### src/rtl/svc_axi_wr_sched.sv
// Write-path scheduler for an N:1 AXI arbiter: round-robin AW grant, in-order
// grant FIFO, and W-channel steering to the manager at the FIFO head.
module svc_axi_wr_sched #(
  parameter  int NUM_M       = 2,
  parameter  int GRANT_DEPTH = 4,
  localparam int IDX_W       = $clog2(NUM_M)
) (
  input  logic             clk,
  input  logic             rst,
  input  logic [NUM_M-1:0] s_axi_awvalid,
  output logic [NUM_M-1:0] s_axi_awready,
  input  logic [NUM_M-1:0] s_axi_wvalid,
  input  logic [NUM_M-1:0] s_axi_wlast,
  output logic [NUM_M-1:0] s_axi_wready,
  output logic             m_axi_awvalid,
  input  logic             m_axi_awready,
  output logic             m_axi_wvalid,
  input  logic             m_axi_wready,
  output logic [IDX_W-1:0] aw_sel,
  output logic [IDX_W-1:0] w_sel,
  output logic             w_sel_valid
);

  localparam int PTR_W = $clog2(GRANT_DEPTH);
  localparam int CNT_W = PTR_W + 1;

  typedef enum logic {AW_IDLE, AW_HOLD} aw_state_e;

  aw_state_e        state, state_nxt;
  logic [IDX_W-1:0] rr_ptr;
  logic [IDX_W-1:0] rr_pick;
  logic             any_req;
  logic             fifo_full;
  logic             grant_start;
  logic             aw_push;
  logic             w_pop;

  logic [IDX_W-1:0] grant_mem [GRANT_DEPTH];
  logic [PTR_W-1:0] wr_ptr, rd_ptr;
  logic [CNT_W-1:0] count;

  assign any_req     = |s_axi_awvalid;
  assign fifo_full   = (count == CNT_W'(GRANT_DEPTH));
  assign grant_start = (state == AW_IDLE) && any_req && !fifo_full;
  assign aw_push     = m_axi_awvalid && m_axi_awready;

  // First requester at or after rr_ptr, wrapping modulo NUM_M.
  always_comb begin : rr_arb
    int  cand;
    logic found;
    rr_pick = rr_ptr;
    found   = 1'b0;
    for (int i = 0; i < NUM_M; i++) begin
      cand = int'(rr_ptr) + i;
      if (cand >= NUM_M) cand = cand - NUM_M;
      if (!found && s_axi_awvalid[IDX_W'(cand)]) begin
        rr_pick = IDX_W'(cand);
        found   = 1'b1;
      end
    end
  end

  // NOTE: sequential state uses non-blocking assignments so every register
  // samples pre-edge values regardless of process evaluation order.
  always_ff @(posedge clk or posedge rst) begin
    if (rst) state <= AW_IDLE;
    else     state <= state_nxt;
  end

  always_comb begin
    state_nxt = state;
    case (state)
      AW_IDLE: if (grant_start) state_nxt = AW_HOLD;
      AW_HOLD: if (aw_push)     state_nxt = AW_IDLE;
      default:                  state_nxt = AW_IDLE;
    endcase
  end

  // NOTE: each combinational output gets a default first so no path infers a latch.
  always_comb begin
    m_axi_awvalid = 1'b0;
    s_axi_awready = '0;
    if (state == AW_HOLD) begin
      m_axi_awvalid         = 1'b1;
      s_axi_awready[aw_sel] = m_axi_awready;
    end
  end

  always_ff @(posedge clk or posedge rst) begin
    if (rst) begin
      aw_sel <= '0;
      rr_ptr <= '0;
    end else begin
      if (grant_start) aw_sel <= rr_pick;
      if (aw_push)     rr_ptr <= (aw_sel == IDX_W'(NUM_M - 1)) ? '0 : aw_sel + IDX_W'(1);
    end
  end

  assign w_sel_valid = (count != '0);
  assign w_sel       = w_sel_valid ? grant_mem[rd_ptr] : '0;

  always_comb begin
    m_axi_wvalid = 1'b0;
    s_axi_wready = '0;
    if (w_sel_valid) begin
      m_axi_wvalid        = s_axi_wvalid[w_sel];
      s_axi_wready[w_sel] = m_axi_wready;
    end
  end

  assign w_pop = m_axi_wvalid && m_axi_wready && s_axi_wlast[w_sel];

  // NOTE: the grant storage is not reset; count gates every read, so stale
  // entries are never observed.
  always_ff @(posedge clk) begin
    if (aw_push) grant_mem[wr_ptr] <= aw_sel;
  end

  always_ff @(posedge clk or posedge rst) begin
    if (rst) begin
      wr_ptr <= '0;
      rd_ptr <= '0;
      count  <= '0;
    end else begin
      if (aw_push) wr_ptr <= wr_ptr + PTR_W'(1);
      if (w_pop)   rd_ptr <= rd_ptr + PTR_W'(1);
      case ({aw_push, w_pop})
        2'b10:   count <= count + CNT_W'(1);
        2'b01:   count <= count - CNT_W'(1);
        default: count <= count;
      endcase
    end
  end

endmodule

### config.mk
export PLATFORM = sky130hd
export DESIGN_NAME = svc_axi_wr_sched
export DESIGN_NICKNAME = d
export VERILOG_FILES = /design/src/rtl/svc_axi_wr_sched.sv
export SDC_FILE = /design/constraint.sdc
export NUM_CORES = 1
export LEC_CHECK = 0
export ABC_AREA = 0
export BUFFER_PORTS_ARGS = -buffer_cell sky130_fd_sc_hd__buf_2
export CORE_AREA = 2 2 54 56
export CTS_BUF_LIST = sky130_fd_sc_hd__clkbuf_8
export DETAILED_ROUTE_END_ITERATION = 8
export DIE_AREA = 0 0 56 58
export GPL_TIMING_DRIVEN = 0
export HOLD_SLACK_MARGIN = 0.03
export REMOVE_ABC_BUFFERS = 1
export SLEW_MARGIN = 20
export SYNTH_ARGS = -nofsm -noshare
export SYNTH_HDL_FRONTEND = slang
export SYNTH_SLANG_ARGS = --single-unit
### constraint.sdc
create_clock -name clk -period 2.6 [get_ports clk]
set_clock_uncertainty 0.15 [all_clocks]
set_input_delay 0.26 -clock clk [delete_from_list [all_inputs] [get_ports clk]]
set_output_delay 0.26 -clock clk [all_outputs]
set_load 0.005 [all_outputs]
[After elaboration in Yosys (flattened, before gate mapping)]
Memory sizes are Yosys's and may differ from the RTL's.
Cells that the tools add are included.
Word-level totals
  flip-flop bits (word level): 10
  RAM bits: 4
  output and inout port bits: 9
  logic and storage cells: 71
  memories kept: 1
Operators by class
  add/subtract/negate cells: 8
  order comparisons: 8
  equal/unequal tests: 3
  mux-type cells: 29
  bitwise gates (word level): 3
  reductions and logical operators: 13
Memories
  grant_mem: words 4, width 1, read ports 1, clocked after Yosys merged registers in 0, wr ports 1, line 38  | logic [IDX_W-1:0] grant_mem [GRANT_DEPTH];
Operator list (number)
  1-bit two-way mux: 23
  1-bit logical AND: 8
  1-bit by 3-bit < comparator with 1-bit output (second input constant): 2
  3-bit one-hot mux with 2 select lines: 1
  2-bit by 1-bit adder with 2-bit output (second input constant): 2
  2-bit bitwise AND: 2
  1-bit by 2-bit < comparator with 1-bit output (second input constant): 2
  2-bit two-way mux: 2
  3-bit by 1-bit adder with 3-bit output (second input constant): 1
  3-bit == test (second input constant): 1
  3-bit nonzero test: 1
  3-bit by 1-bit subtractor with 3-bit output (second input constant): 1
  1-bit by 1-bit adder with 2-bit output (second input constant): 1
  1-bit demux with 1-bit select: 2
  2-bit by 1-bit == test with 1-bit output (second input constant): 1
  2-bit == test (second input constant): 1
  1-bit >= comparator (second input constant): 2
  1-bit by 2-bit >= comparator with 1-bit output (second input constant): 1
  2-bit >= comparator (second input constant): 1
  1-bit logical NOT: 2
  1-bit one-hot mux with 2 select lines: 1
  2-bit nonzero test: 1
  2-bit OR reduction: 1
  1-bit subtractor (second input constant): 2
  other kinds (2): 2

[Longest topological paths before layout]
Gate-level depths: netlist (run 1).
  depth in word-level cells: 9
  mapped depth: 10

[Worst setup path after synthesis (run 1)]
Ideal clock, no wire load.
  path type: register -> register
  from: reg rd_ptr[1]
  to: reg count[2]
  library setup time: 79 ps
  arrival: 2195 ps
  data required time: 2371 ps
  slack: 176 ps
  stages on the path, launching flop included: 11
  cell sequence: dfrtp_1 > mux2i_1 > mux2i_2 > mux2_1 > nor2_1 > ha_1 > inv_1 > fa_1 > xor2_1 > nor2_1 > xor2_1
On the way
  word-level cells in the longest chain between the ends: 9
RTL lines
  start, declared: line 39  | logic [PTR_W-1:0] wr_ptr, rd_ptr;
  start signal, assigned: line 126  | if (w_pop) rd_ptr <= rd_ptr + PTR_W'(1);
  memory read 4 x 1 bit (*)
  1-bit two-way mux (*): line 100  | assign w_sel = w_sel_valid ? grant_mem[rd_ptr] : '0;
  1-bit two-way mux (implied by the code) (2 in a row): line 106  | m_axi_wvalid = s_axi_wvalid[w_sel];
  1-bit two-way mux: line 105  | if (w_sel_valid) begin
  1-bit logical AND: line 111  | assign w_pop = m_axi_wvalid && m_axi_wready && s_axi_wlast[w_sel];
  1-bit logical AND (*): line 111
  named net w_pop: line 36  | logic w_pop;
  2-bit by 1-bit == test with 1-bit output / 2-bit == test (equally long branches): line 127  | case ({aw_push, w_pop})
  3-bit one-hot mux with 2 select lines / 2-bit nonzero test (equally long branches)
  end signal, assigned: line 128  | 2'b10: count <= count + CNT_W'(1);
  end signal, assigned: line 129  | 2'b01: count <= count - CNT_W'(1);
  end signal, assigned: line 130  | default: count <= count;
  end, declared: line 40  | logic [CNT_W-1:0] count;
The timed path passes the listed nets; every way through them passes the cells marked *. The select of a mux whose other input is x is not followed.
A chain may end at the register's enable or synchronous reset.

[Final worst setup path (run 1)]
Ends and elaborated chain as after synthesis.

==> results.py, run 1 <==
metrics = {
    "status": {
        "status": "complete, no violations",
    },
    "synth": {
        "synth_cells": 67,
        "synth.most_common_cell": "dfrtp_1",
        "synth_area_um2": 779.5,
        "yosysTopAreaCell": "dfrtp_1",
        "synth_top_area_share_pct": 32.10,
        "synth-xor-area-share_pct": 5.618,
        "synthFlopType": "dfrtp_1",
        "yosysSeqAreaShare_pct": 47.51,
        "synth_top_family_by_area": "multiplexers",
        "synth_compound_area_share_pct": 3.852,
        "synth_fa_ha_area_share_pct": 10.59,
        "avgSynthCellArea_um2": 11.63,
        "ys.warnings.count": 0,
        "yosys.area_share.simple_pct": 13.96,
        "yosys-top-cells-count": "dfrtp_1, inv_1, and3_1, nor2_1, ha_1",
        "ys_seq_elements": 14,
        "synth-edff-count": 4,
        "muxShareOfSynthArea_pct": 14.61,
        "yosys-top-cells-area": "dfrtp_1, edfxtp_1, ha_1, mux2i_1, and3_1",
        "ys_types": 23,
        "async_flop_share_pct": 71.43,
    },
    "global_route": {
        "grt_first_pass_wirelength_mm": 2.277,
        "antenna_found_initial": 0,
        "track_usage_pct": 9.268,
        "grt_overflow": 0,
        "grt_max_degree": 11,
        "grt_pass1_vias": 531,
    },
    "cells_and_area": {
        "area_growth_pct": 30.18,
        "drive_above_1_share_pct": 39.78,
        "nets": 110,
        "diodes": 0,
        "instances_no_fill": 124,
        "final_util_pct": 38.11,
    },
    "sta": {
        "final_max_slew_viol_count": 0,
        "min_period_ps": 2463,
        "finalHoldViolations": 0,
        "slew_headroom_pct": 74.50,
        "tightestPinTransition_ps": 382.0,
        "max_freq_mhz": 406.0,
        "rsz0062_at_grt": "no",
        "setup_tns_ps": 0,
        "setup_viol": 0,
        "min_period_over_period_pct": 94.73,
        "worst_hold_slack_ps": 180.2,
    },
    "cts": {
        "clockRootBuffer": "clkbuf_8",
        "cts_tree": "done",
        "cts.htree.levels": 1,
        "cts.path.max_buffers": 2,
        "path_clk_slew_ps": 60,
        "cts_buffers": 3,
        "clock_latency_ps": 240,
        "clkSinkCount": 14,
    },
    "detailed_routing": {
        "finalWirelength_mm": 1.405,
        "wire_per_inst_um": 11.33,
        "vias_per_cell": 4.468,
        "drtPass1Iterations": 4,
        "num_vias": 554,
        "first_iter_violations": 7,
        "drc_errors": 0,
        "ant_nets": 0,
    },
    "critical_path": {
        "worst_ep_arrival_time_ps": 2480,
        "critPathKind": "flop to flop",
        "cp-startpoint": "rd_ptr[1]",
        "critical_path_required_ps": 2620,
        "start_kind": "flop",
        "r2r_start": "rd_ptr[1]",
        "endpoint_kind": "flop",
        "path_max_fanout": 3,
    },
    "pwr": {
        "share_comb_of_total_power_pct": 44.8,
        "power.net_switching_mw": 0.3893,
        "p_seq_share_pct": 39.0,
        "sw_frac_of_total_pct": 35.28,
        "p_int_mw": 0.7140,
        "fin_total_pwr_mw": 1.103,
        "p_per_area_nw_per_um2": 1087,
        "irDropWorstVdd_v": 0.0005399,
        "power.leakage_nw": 0.5129,
        "power_frac_clock_pct": 16.2,
    },
    "floorplanning": {
        "chipHeight_um": 58,
        "dieArea_um2": 3248,
        "io-pin-count": 19,
        "core_area_um2": 2663,
        "die_w_um": 56,
        "start_util_pct": 29.28,
        "num_rows": 19,
    },
    "worst_hold_path": {
        "holdCritPathClass": "input pin to flop",
        "min_from": "m_axi_awready",
    },
    "flow_run": {
        "cap_viol_max_count": 0,
    },
    "placement": {
        "placed_cells": 115,
        "io_buffers": 18,
        "gp_congestion": 0.7520,
    },
}
[state kept, by name, indices dropped and copies added, names as in the netlist]
| register | cells |
|---|---|
| aw_sel | 1 |
| rd_ptr | 2 |
| rr_ptr | 1 |
| count | 3 |
| grant_mem | 4 |
| state | 1 |
| wr_ptr | 2 |
[critical path, stage by stage, from the launching register on]
cell and delay [ps]:
dfrtp_2 430, mux2i_2 180, mux2i_2 210, mux2_4 340
nor2_4 80, ha_2 180, inv_1 60, fa_2 340
xor2_1 140, nor2_1 120, xor2_1 150
[layout make-up]
class,count,area [µm²]
Inverter,7,26.28
Sequential cell,14,371.6
Clock inverter,1,3.754
Tap cell,31,38.79
Timing Repair Buffer,23,130.1
Clock buffer,3,41.29
Fill cell,274,1648
Multi-Input combinational cell,45,402.9
[layer usage]
metal,track usage [%],up-vias,share of wire [%]
li1,-,278,-
met1,10.94,258,44
met2,14.79,14,49
met3,2.679,4,4.6
met4,6.122,0,2.4
met5,0,-,0
[per-stage QoR]
step           instance area, µm²  setup slack, ps
4_1_cts                     982.2            11.16
5_1_grt                      1015            21.62
3_5_place_dp                904.6           -59.69
2_1_floorplan               775.7            176.0
3_3_place_gp                904.6           -17.99
6_report                     1015            137.1
[power by group through the flow]
stage                     combinational [mW]  clock, mW  sequential [mW]
final                                  0.494      0.179            0.430
after global routing                   0.553      0.192            0.446
after CTS                              0.463      0.184            0.431
after detailed placement               0.429          0            0.428
after global placement                 0.409          0            0.422
after floorplan                        0.308          0            0.406
[cells by family (layout without fill, tap and decap cells)]
logic type | Yosys count | after routing
adders and majority gates | 6 | 6
xor gates and xnor gates | 5 | 5
buffers and inverters | 8 | 34
and+or+nand+nor | 20 | 20
muxes | 10 | 10
DFF | 14 | 14
AOI/OAI and AO/OA | 4 | 4
[timing repair]
item	in CTS	in global routing
hold buffers	1	0
buffers inserted	2	2
resized for setup	2	6
pin swaps	0	2
hold endpoints to repair	10	0
endpoints found under the setup margin	1	1
[worst paths after layout]
kind                             end  slack [ps]  cells after the start
max in group asynchronous  rd_ptr[1]        1630                      3
setup reg to reg            count[2]         140                     10
hold / removal                 state         180                      3
setup / recovery            count[2]         140                     10
hold reg to reg             count[0]         340                      1
min in group asynchronous  wr_ptr[1]         380                      3
[cells in the final DEF, fill, tap and decap left out]
master         instances
buf_2                 18
dfrtp_1                9
inv_1                  8
and3_1                 6
nor2_1                 5
ha_1                   4
edfxtp_1               4
buf_4                  4
xor2_1                 3
nand2_1                3
mux2i_2                3
clkbuf_8               3
mux2_1                 2
xnor2_1                2
mux2i_1                2
and2_1                 2
mux2_4                 2
a21o_1                 2
a311oi_1               1
or3_1                  1
nand2_2                1
nor2_4                 1
a31oi_1                1
nor3b_2                1
mux2_2                 1
fa_2                   1
ha_2                   1
dlygate4sd3_1          1
dfrtp_2                1
(Power assumes the default switching activity.)
==> run 2: changes to the inputs <==
--- a/config.mk
+++ b/config.mk
@@ -7,13 +7,14 @@
 export LEC_CHECK = 0
 export ABC_AREA = 0
 export BUFFER_PORTS_ARGS = -buffer_cell sky130_fd_sc_hd__buf_2
-export CORE_AREA = 2 2 54 56
-export CTS_BUF_LIST = sky130_fd_sc_hd__clkbuf_8
+export CORE_AREA = 2 2 43 45
 export DETAILED_ROUTE_END_ITERATION = 8
-export DIE_AREA = 0 0 56 58
+export DIE_AREA = 0 0 45 47
 export GPL_TIMING_DRIVEN = 0
 export HOLD_SLACK_MARGIN = 0.03
+export PLACE_DENSITY = 0.72
 export REMOVE_ABC_BUFFERS = 1
+export SETUP_SLACK_MARGIN = 0.5
 export SLEW_MARGIN = 20
 export SYNTH_ARGS = -nofsm -noshare
 export SYNTH_HDL_FRONTEND = slang
==> run 2 against run 1 <==
Effect of this change: first-iteration DRC count increased by 57%; wire length increased by 4.7%; global-route usage increased by 5.5 points; sequential power about the same; largest power group unchanged.
==> results.py, run 2 (synthesis results as in run 1) <==
metrics = {
    "critical_path": {
        "critPathKind": "flop to flop",
        "start_kind": "flop",
        "reg2reg_to": "count[2]",
        "worst_ep_arrival_time_ps": 2500,
        "path_max_fanout": 3,
        "slowest_stage": "dfrtp_1",
        "reg2reg_depth": 10,
        "r2r_start": "rd_ptr[1]",
        "cp-startpoint": "rd_ptr[1]",
        "endpoint_kind": "flop",
        "critical_path_required_ps": 2660,
        "path_cells": "mux2i_2, mux2i_2, mux2_4, nor2_2, ha_2, inv_2, fa_2, xor2_1, nor2_1, xor2_1",
        "r2r_setup_slack_ps": 160,
        "cp_slowest_stage_delay_ps": 430,
    },
    "worst_hold_path": {
        "hold_depth": 3,
        "holdCritPathClass": "input pin to flop",
        "min_to": "state",
        "min_from": "m_axi_awready",
    },
    "cts": {
        "cts_tree": "done",
        "cts.htree.levels": 1,
        "path_clk_slew_ps": 90,
        "cts_buffers": 3,
        "clockRootBuffer": "clkbuf_4",
        "clkSinkCount": 14,
        "clock_latency_ps": 280,
        "cts.path.max_buffers": 2,
    },
    "global_route": {
        "grt_overflow": 0,
        "grt_first_pass_wirelength_mm": 2.180,
        "grt_pass1_vias": 541,
        "track_usage_pct": 14.78,
        "grt_max_degree": 11,
        "antenna_found_initial": 0,
    },
    "sta": {
        "min_period_ps": 2441,
        "worst_hold_slack_ps": 149.8,
        "min_period_over_period_pct": 93.90,
        "rsz0062_at_grt": "yes",
        "setup_slack_ps": 158.6,
        "final_max_slew_viol_count": 0,
        "slew_headroom_pct": 72.63,
        "setup_viol": 0,
        "tightestPinTransition_ps": 410.1,
        "max_freq_mhz": 409.6,
        "finalHoldViolations": 0,
        "setup_tns_ps": 0,
    },
    "cells_and_area": {
        "layout_commonest_cell": "buf_2",
        "area_growth_pct": 32.42,
        "top_register": "grant_mem",
        "diodes": 0,
        "reg_top3": "grant_mem: 4 flops, count: 3 flops",
        "largest_register_ffs": 4,
        "mostFrequentLayoutCells": "buf_2, dfrtp_1, inv_1, and3_1, buf_4",
        "nets": 114,
        "drive_above_1_share_pct": 45.36,
    },
    "placement": {
        "pre_cts_ws_ps": -45.41,
        "gp_congestion": 0.7295,
        "io_buffers": 18,
    },
    "detailed_routing": {
        "finalWirelength_mm": 1.471,
        "num_vias": 583,
        "ant_nets": 0,
        "wire_per_inst_um": 12.90,
        "drc_errors": 0,
        "drtPass1Iterations": 4,
        "wl_met3_um": 71,
        "first_iter_violations": 11,
        "met1Wirelength_um": 697,
        "vias_per_cell": 5.114,
        "dr.max_layer_used": "met4",
        "wl_met2_um": 688,
    },
    "status": {
        "status": "complete, no violations",
    },
    "pwr": {
        "irDropWorstVdd_v": 0.0005887,
        "p_per_area_nw_per_um2": 1115,
        "power.leakage_nw": 0.5383,
    },
    "floorplanning": {
        "dieArea_um2": 2115,
        "die_w_um": 45,
        "core_area_um2": 1652,
        "num_rows": 15,
        "start_util_pct": 47.20,
        "io-pin-count": 19,
        "chipHeight_um": 47,
    },
    "flow_run": {
        "cap_viol_max_count": 0,
    },
}
==> run 2: changes by cell type in the layout (fill, tap and decap cells not counted), sizes merged <==
cell,previous run,this run
inv,8,7
buf,22,26
clkbuf,3,4
==> run 2: what timing repair did <==
item | in CTS | in global routing
buffers inserted | 5 | 3
hold buffers | 1 | 0
setup endpoints to repair | 3 | 6
cloned | 0 | 0
resized for setup | 9 | 3
endpoints found under the hold margin | 10 | 0
pin swaps | 3 | 2
==> run 2: report_power, final <==
group	total [mW]	internal [mW]	switching [mW]	leakage, nW
sequential	0.430	0.330	0.0994	0.154
clock	0.158	0.0852	0.0724	0.0210
combinational	0.564	0.335	0.229	0.363
==> run 2: metrics by stage <==
stage               cell area, µm²  power (mW)  utilization [%]  instances
floorplan                    775.7      0.7137                -         66
global placement             887.1      0.8260            53.71        101
detailed placement           887.1      0.8482            53.71        101
CTS                          997.2       1.104            60.38        111
global route                  1032       1.228            62.50        114
finish                        1032       1.151            62.50        114
==> run 2: worst max-delay path: cells and delay by family (launching register included) <==
kind | cells | cell delay, ps
muxes | 3 | 740
adders and majority gates | 2 | 510
DFF | 1 | 430
xor gates and xnor gates | 2 | 300
and+or+nand+nor | 2 | 200
buffers and inverters | 1 | 40
==> run 2: layout make-up <==
type                       count  area, µm²
clock buffer                   4      36.28
fill                         144      619.3
inverter                       7      26.28
multi-input combinational     45      404.1
sequential                    14      370.4
tap                           17      21.27
timing repair buffer          27      173.9
==> run 2: how the worst max path moves through the flow <==
stage          slack, ps       end
2_1_floorplan        180  count[2]
3_3_place_gp          -5  count[2]
3_5_place_dp         -50  count[2]
4_1_cts              110  count[2]
5_1_grt               60  count[2]
6_report             160  count[2]
==> run 2: per-layer routing <==
layer / vias up / GRT usage, %
met5: - / 0
met4: 0 / 8.824
met3: 2 / 3.462
met2: 19 / 24.57
met1: 274 / 17.53
li1: 288 / -
